## src/rtl/arith_pkg.sv

```systemverilog
// ---------------------------------------------------------------------------
// arith_pkg
// Shared constants and types for the arithmetic datapath blocks (the 8x8
// Wallace product block, the 16/8 sequential divider and future units).
//   DW   : dividend / quotient / product width
//   VW   : divisor / remainder / operand width
//   ITER : number of restoring iterations per division (one per quotient bit)
// ---------------------------------------------------------------------------
package arith_pkg;

  localparam int DW   = 16;
  localparam int VW   = 8;
  localparam int ITER = 16;

  // Sequencer states for multi-cycle arithmetic units
  typedef enum logic [1:0] {
    IDLE = 2'd0,
    BUSY = 2'd1,
    DONE = 2'd2
  } arith_state_e;

endpackage

```

## src/rtl/div_step.sv

```systemverilog
// ---------------------------------------------------------------------------
// div_step
// One combinational restoring-division step.
// Ports:
//   t       in  VW+1  shifted partial remainder with the next dividend bit
//   divisor in  VW    divisor
//   pr_next out VW+1  partial remainder after this step
//   q_bit   out 1     quotient bit produced by this step
// ---------------------------------------------------------------------------
module div_step
  import arith_pkg::*;
(
  input  logic [VW:0]   t,
  input  logic [VW-1:0] divisor,
  output logic [VW:0]   pr_next,
  output logic          q_bit
);

  logic [VW+1:0] diff;

  // Subtract in one extra bit so the top bit is a clean borrow: when it is
  // clear the divisor fits and the difference becomes the new remainder,
  // otherwise the remainder is restored to t.
  always_comb begin
    diff    = {1'b0, t} - {2'b00, divisor};
    q_bit   = ~diff[VW+1];
    pr_next = q_bit ? diff[VW:0] : t;
  end

endmodule

```

## src/rtl/divider_16x8_seq.sv

```systemverilog
// ---------------------------------------------------------------------------
// divider_16x8_seq
// Sequential unsigned divider, 16-bit dividend by 8-bit divisor, restoring
// shift-subtract, one quotient bit per clock, fixed latency.
// Ports:
//   clk   in   1   rising-edge clock
//   rst   in   1   synchronous active-high reset
//   start in   1   request, only honoured in IDLE
//   a     in   DW  dividend, captured on an accepted start
//   b     in   VW  divisor, captured on an accepted start
//   q     out  DW  quotient (valid while ready, held until the next start)
//   r     out  VW  remainder (valid while ready, held until the next start)
//   ready out  1   one-cycle result-valid pulse
//   busy  out  1   high while an operation is in flight or completing
//   dz    out  1   the current result came from a zero divisor
// ---------------------------------------------------------------------------
module divider_16x8_seq
  import arith_pkg::*;
(
  input  logic          clk,
  input  logic          rst,
  input  logic          start,
  input  logic [DW-1:0] a,
  input  logic [VW-1:0] b,
  output logic [DW-1:0] q,
  output logic [VW-1:0] r,
  output logic          ready,
  output logic          busy,
  output logic          dz
);

  localparam logic [3:0] LAST_ITER = 4'(ITER - 1);

  arith_state_e  state;
  logic [DW-1:0] shreg;
  logic [VW-1:0] divisor;
  logic [VW:0]   pr;
  logic [3:0]    cnt;
  logic [VW:0]   t;
  logic [VW:0]   pr_next;
  logic          q_bit;
  logic          unused_pr_msb;

  // The dividend bits leave the top of shreg while quotient bits enter at
  // the bottom, so after the last iteration shreg holds the quotient.
  assign t = {pr[VW-1:0], shreg[DW-1]};

  // pr's top bit never feeds the next step (t only takes pr[VW-1:0]); it is
  // kept so pr matches the full step result.
  assign unused_pr_msb = pr[VW];

  div_step u_step (
    .t       (t),
    .divisor (divisor),
    .pr_next (pr_next),
    .q_bit   (q_bit)
  );

  // Sequencer and datapath registers. A zero divisor takes no special path:
  // every step "fits", giving an all-ones quotient and the low dividend bits
  // as the remainder, and dz flags it.
  always_ff @(posedge clk) begin
    if (rst) begin
      state   <= IDLE;
      shreg   <= '0;
      divisor <= '0;
      pr      <= '0;
      cnt     <= '0;
      dz      <= 1'b0;
    end else begin
      case (state)
        IDLE: begin
          if (start) begin
            shreg   <= a;
            divisor <= b;
            pr      <= '0;
            cnt     <= '0;
            dz      <= (b == '0);
            state   <= BUSY;
          end
        end
        BUSY: begin
          shreg <= {shreg[DW-2:0], q_bit};
          pr    <= pr_next;
          cnt   <= cnt + 4'd1;
          if (cnt == LAST_ITER) begin
            state <= DONE;
          end
        end
        DONE: begin
          state <= IDLE;
        end
        default: begin
          state <= IDLE;
        end
      endcase
    end
  end

  assign q     = shreg;
  assign r     = pr[VW-1:0];
  assign ready = (state == DONE);
  assign busy  = (state != IDLE);

endmodule
```

## config.mk

```make
export PLATFORM = sky130hd
export DESIGN_NAME = divider_16x8_seq
export DESIGN_NICKNAME = d
export VERILOG_FILES = /design/src/rtl/arith_pkg.sv /design/src/rtl/div_step.sv /design/src/rtl/divider_16x8_seq.sv
export SDC_FILE = /design/constraint.sdc
export NUM_CORES = 1
export LEC_CHECK = 0
export BUFFER_PORTS_ARGS = -buffer_cell sky130_fd_sc_hd__buf_2
export CORE_MARGIN = 5
export CORE_UTILIZATION = 42
export CTS_BUF_LIST = sky130_fd_sc_hd__clkbuf_2
export CTS_CLUSTER_DIAMETER = 80
export CTS_CLUSTER_SIZE = 30
export DETAILED_ROUTE_END_ITERATION = 16
export GPL_TIMING_DRIVEN = 0
export PLACE_DENSITY = 0.7
export SLEW_MARGIN = 20
export SYNTH_ARGS = -nofsm -noshare
export SYNTH_HDL_FRONTEND = slang
export SYNTH_SLANG_ARGS = --single-unit
```

## constraint.sdc

```tcl
create_clock -name clk -period 3.65 [get_ports clk]
set_input_delay 0.73 -clock clk [delete_from_list [all_inputs] [get_ports clk]]
set_output_delay 0.73 -clock clk [all_outputs]
set_load 0.05 [all_outputs]
```

==> results.sh, run 1 <==
export IMPL_outcome="finished clean"
export IMPL_worstSetupEndpointType="register"
export IMPL_fillCellCount=484
export IMPL_r2r_cells=7
export IMPL_p_seq_share_pct=38.1
export IMPL_numCtsBuffers=5
export IMPL_synthTopCellsByArea="dfxtp_1, nand2_1, a311oi_1, ha_1, a21oi_1"
export IMPL_worstMarginPinSlew_ns=0.563
export IMPL_grt_max_degree=15
export IMPL_die_h_um=79.1
export IMPL_area_growth_pct=18.8
export IMPL_synth_edf_count=0
export IMPL_setup_viol=0
export IMPL_ir_drop_mv=0.242
export IMPL_synth_cell_types=41
export IMPL_fin_cells=366
export IMPL_critPathKind="register to register"
export IMPL_cp_required_ns=3.97
export IMPL_wl_per_cell_um=13.6
export IMPL_synth_top_area_share_pct=39.0
export IMPL_power_leakage_uw=0.00105
export IMPL_utilization_pct=50.7
export IMPL_synth_nets=289
export IMPL_grt_pass1_vias=1826
export IMPL_grt_pass1_wl_um=8470
export IMPL_p_per_area_nw_per_um2=554
export IMPL_route_detailed_drc=0
export IMPL_clockRootBuffer="clkbuf_2"
export IMPL_slew_headroom_pct=62.3
export IMPL_rows=25
export IMPL_via_per_inst=5.32
export IMPL_switching_power_uw=589
export IMPL_initial_core_util_pct=42.7
export IMPL_power_uw=1320
export IMPL_grt_remaining_overflow=0
export IMPL_cts_tree="built"
export IMPL_cts_sinks=39
export IMPL_routed_wl_um=4970
export IMPL_worstSetupStartpointType="register"
export IMPL_cts_resized=0
export IMPL_io_buffers=52
export IMPL_n_antenna_cell=0
export IMPL_synth_area_per_cell_um2=7.95
export IMPL_dr_pass1_iters=4
export IMPL_arrival_ns=2.41
export IMPL_slew_violations=0
export IMPL_rsz0062_at_grt="no"
export IMPL_p_int_uw=731
export IMPL_place_congestion=0.890
export IMPL_mappedNetlistArea_um2=2000
export IMPL_synthArstFlopShare_pct=0
export IMPL_fin_skew_ns=0.0147
export IMPL_switching_share_pct=44.6
export IMPL_final_antenna_net_count=0
export IMPL_drv_cap=0
export IMPL_ys_seq_elements=39
export IMPL_dp_cells=358
export IMPL_whs_path_depth=2
export IMPL_antenna_found_initial=0
export IMPL_ctsHoldBuffers=0
export IMPL_syn_inst=252
export IMPL_boundaryPins=54
export IMPL_post_route_period_util_pct=57.1
export IMPL_drive_gt1_share_pct=22.4
export IMPL_clkLatencyLatePin_ns=0.40
export IMPL_coreArea_um2=4690
export IMPL_vias=1947
export IMPL_crit_fanout=10
export IMPL_htree_levels=2
export IMPL_combPwrFrac_pct=46.3
export IMPL_ys_dominant_reg_cell="dfxtp_1"
export IMPL_clk_pin_slew_ns=0.21
export IMPL_fmax_mhz=480
export IMPL_hold_path_class="register to register"
export IMPL_drt_iter0_drc=112
export IMPL_place_area_um2=2330
export IMPL_min_period_ns=2.08
export IMPL_cts_path_max_buffers=2
export IMPL_synth_warning_count=0
export IMPL_die_area_um2=6250
export IMPL_ys_seq_area_share_pct=39.0
export IMPL_finalInstanceArea_um2=2380
export IMPL_place_detailed_hpwl_um=3780
export IMPL_dieWidth_um=79.1
export IMPL_fin_nets=348
export IMPL_tns_ns=0
export IMPL_clkPwrFrac_pct=15.6
export IMPL_post_cts_buffers=0
export IMPL_synth_top_area_cell="dfxtp_1"
export IMPL_grt_usage_pct=16.8
export IMPL_report_final_hold_viol_count=0
[worst paths after layout]
path,startpoint,endpoint,slack (ns)
setup / recovery,pr[3]$_SDFFE_PP0P_,pr[0]$_SDFFE_PP0P_,1.57
hold / removal,dz$_SDFFE_PP0P_,dz$_SDFFE_PP0P_,0.47
setup reg to reg,pr[3]$_SDFFE_PP0P_,pr[0]$_SDFFE_PP0P_,1.57
hold reg to reg,dz$_SDFFE_PP0P_,dz$_SDFFE_PP0P_,0.47
[stage by stage]
stage / hold WS [ns] / worst slack [ns]
2_1_floorplan: 0.436 / 1.49
3_3_place_gp: 0.442 / 1.61
3_5_place_dp: 0.448 / 1.61
4_1_cts: 0.472 / 1.56
5_1_grt: 0.474 / 1.36
6_report: 0.470 / 1.57
[registers in the layout, indices dropped and copies added (netlist names)]
name / cells
state: 2
pr: 8
q: 16
divisor: 8
cnt: 4
dz: 1
[cells by family after synthesis]
family                   share of synthesized area (%)
AND/OR/NAND/NOR                                   23.5
buffers and inverters                             5.43
flip-flops                                        39.0
AO/OA/AOI/OAI                                     21.8
multiplexers                                      1.50
XOR/XNOR                                          2.19
adder cells (fa/ha/maj)                           6.62
[worst max-delay path, stage by stage (launching register included)]
cell      delay (ns)
dfxtp_1         0.40
ha_1            0.40
a21oi_1         0.28
o221ai_1        0.26
nor2_2          0.21
buf_6           0.17
nand2_1         0.06
a32o_1          0.23
[metal layers]
layer	global-route usage (%)	routed length [um]	vias to the layer above
met3	3.63	206	9
met2	27.5	2440	47
li1	-	-	994
met1	21.8	2240	897
met4	5.84	86	0
met5	0	0	-
[cells in the final DEF (no fill, tap or decap), types with 2 or more instances in the layout]
cell,n
mux2i_1,3
o21ai_1,2
nor4_1,2
clkbuf_1,9
a21oi_1,21
nor2_1,25
nand2_1,58
ha_1,9
clkbuf_2,5
xor2_1,3
nand3_1,6
a211oi_1,3
o31ai_1,3
xnor2_1,2
nand2b_1,4
a32oi_1,3
a311oi_1,13
a32o_1,2
dfxtp_1,39
nor2b_1,2
clkinvlp_4,2
inv_1,12
o21ai_0,7
buf_2,55
a22oi_1,3
[layout make-up]
type                    instances  area [um2]  share of cell area (%)
inverters                      12        45.0                    1.89
flip-flops and latches         39         781                    32.8
multi-input cells             187        1110                    46.8
clock buffers                   5        25.0                    1.05
plain buffers                  14        63.8                    2.68
clock inverters                 3        23.8                   0.998
repair buffers                 52         260                    10.9
well taps                      54        67.6                    2.84
[Yosys cell counts, types with 4 or more instances]
cell type and n:
nand3_1 6, dfxtp_1 39, o21ai_0 7, nand2b_1 4
clkbuf_1 9, nor2_1 25, inv_1 12, ha_1 9
nand2_1 58, a311oi_1 13, a21oi_1 21
[power by group through the flow]
stage | logic (uW) | registers (uW) | clock network, uW
2_1_floorplan | 365 | 622 | 0
3_3_place_gp | 598 | 511 | 0
3_5_place_dp | 607 | 512 | 0
4_1_cts | 611 | 504 | 214
5_1_grt | 673 | 511 | 241
6_report | 611 | 503 | 206
No activity file was read; power rests on OpenSTA's default activity.
==> inputs of run 2 (changes only) <==
- clock period: 3.65 -> 2.1 ns (I/O delays scaled with it)
==> run 2 against run 1 <==
- flip-flop and latch count unchanged
- clock power up 82%
- power up 77%
- cell area grew 1.0%
- critical endpoint is now pr[7]$_SDFFE_PP0P_
- largest cell class unchanged
==> results.sh, run 2 (synthesis results as in run 1) <==
export IMPL_wl_per_cell_um=14.1
export IMPL_grt_max_degree=15
export IMPL_drive_gt1_share_pct=24.4
export IMPL_cp_required_ns=2.43
export IMPL_grt_remaining_overflow=0
export IMPL_hold_path_class="input pin to register"
export IMPL_via_per_inst=5.34
export IMPL_clk_pin_slew_ns=0.24
export IMPL_initial_core_util_pct=42.7
export IMPL_grt_pass1_wl_um=8490
export IMPL_vias=1956
export IMPL_outcome="finished clean"
export IMPL_coreArea_um2=4690
export IMPL_place_congestion=0.883
export IMPL_worstSetupEndpointType="register"
export IMPL_slew_violations=0
export IMPL_setup_viol=0
export IMPL_drt_iter0_drc=150
export IMPL_min_period_ns=1.97
export IMPL_tns_ns=0
export IMPL_die_area_um2=6250
export IMPL_cts_sinks=39
export IMPL_power_leakage_uw=0.00105
export IMPL_post_cts_buffers=0
export IMPL_dr_pass1_iters=4
export IMPL_dieWidth_um=79.1
export IMPL_dp_slack_ns=-0.00652
export IMPL_utilization_pct=51.3
export IMPL_p_per_area_nw_per_um2=971
export IMPL_clockRootBuffer="clkbuf_2"
export IMPL_layout_commonest_cell="nand2_1"
export IMPL_fmax_mhz=507
export IMPL_ctsHoldBuffers=0
export IMPL_grt_pass1_vias=1838
export IMPL_clkLatencyLatePin_ns=0.41
export IMPL_final_antenna_net_count=0
export IMPL_io_buffers=52
export IMPL_numCtsBuffers=5
export IMPL_post_route_period_util_pct=94.0
export IMPL_critPathMaxStageDelay_ns=0.44
export IMPL_cp_cell_sequence="ha_1 -> nand4_2 -> a2111oi_4 -> nor2_2 -> buf_6 -> a32oi_1 -> o31ai_1"
export IMPL_ir_drop_mv=0.525
export IMPL_grt_usage_pct=17.0
export IMPL_place_detailed_hpwl_um=3890
export IMPL_routed_wl_um=5160
export IMPL_cts_path_max_buffers=2
export IMPL_cts_tree="built"
export IMPL_setup_ws_ns=0.126
export IMPL_htree_levels=2
export IMPL_fin_skew_ns=0.0216
export IMPL_slowest_stage="ha_1"
export IMPL_slew_headroom_pct=62.6
export IMPL_fin_nets=348
export IMPL_antenna_found_initial=0
export IMPL_n_antenna_cell=0
export IMPL_rows=25
export IMPL_critPathKind="register to register"
export IMPL_die_h_um=79.1
export IMPL_route_detailed_drc=0
export IMPL_area_growth_pct=20.0
export IMPL_drv_cap=0
export IMPL_fin_cells=366
export IMPL_report_final_hold_viol_count=0
export IMPL_largest_register_ffs=16
export IMPL_rsz0062_at_grt="no"
export IMPL_worstMarginPinSlew_ns=0.558
export IMPL_boundaryPins=54
export IMPL_crit_fanout=10
export IMPL_worstSetupStartpointType="register"
export IMPL_fillCellCount=477
export IMPL_arrival_ns=2.30
export IMPL_dp_cells=358
export IMPL_layout_common_cells="nand2_1, buf_2, dfxtp_1"
==> run 2: worst max-delay path, delay by kind of cell (launching register included) <==
family	cells	cell delay [ns]
adder cells (fa/ha/maj)	1	0.44
AND/OR/NAND/NOR	2	0.25
AO/OA/AOI/OAI	3	0.61
buffers and inverters	1	0.16
flip-flops	1	0.41
==> run 2: timing repair <==
item	in CTS	in global routing
pin swaps	0	1
endpoints found under the setup margin	1	7
gates resized for setup	1	3
==> run 2: area by class of cell <==
type                    count  area, um2  share of cell area [%]
inverters                  12       45.0                    1.87
multi-input cells         187       1130                    47.2
well taps                  54       67.6                    2.81
repair buffers             52        260                    10.8
plain buffers              14       63.8                    2.65
flip-flops and latches     39        785                    32.6
clock inverters             3       23.8                   0.989
clock buffers               5       25.0                    1.04
==> run 2: final timing paths <==
path                                                 to               startpoint  slack [ns]  cells after the start
worst max-delay path                 pr[7]$_SDFFE_PP0P_       pr[4]$_SDFFE_PP0P_        0.13                      7
worst min register to register  divisor[7]$_SDFFE_PP0P_  divisor[7]$_SDFFE_PP0P_        0.47                      2
worst max register to register       pr[7]$_SDFFE_PP0P_       pr[4]$_SDFFE_PP0P_        0.13                      7
worst min-delay path            divisor[0]$_SDFFE_PP0P_                     b[0]        0.23                      3
==> run 2: metal layers <==
layer  global-route usage (%)  vias to the layer above  routed length (um)
li1                         -                      997                   -
met1                     22.2                      927                2350
met2                     27.9                       30                2600
met3                     4.65                        2                 187
met4                     4.30                        0                  24
met5                        0                        -                   0
==> run 2: stage by stage <==
stage	power [uW]	hold WS [ns]	cell area, um2
CTS	2330	0.200	2390
floorplan	1720	0.436	2010
global placement	1930	0.443	2340
detailed placement	1950	0.448	2340
finish	2340	0.226	2400
global route	2500	0.170	2400
==> run 2: power breakdown <==
group          switching, uW  leakage (uW)  internal, uW
logic                    702      0.000706           382
clock network            289     0.0000256          85.6
registers               62.4      0.000321           815
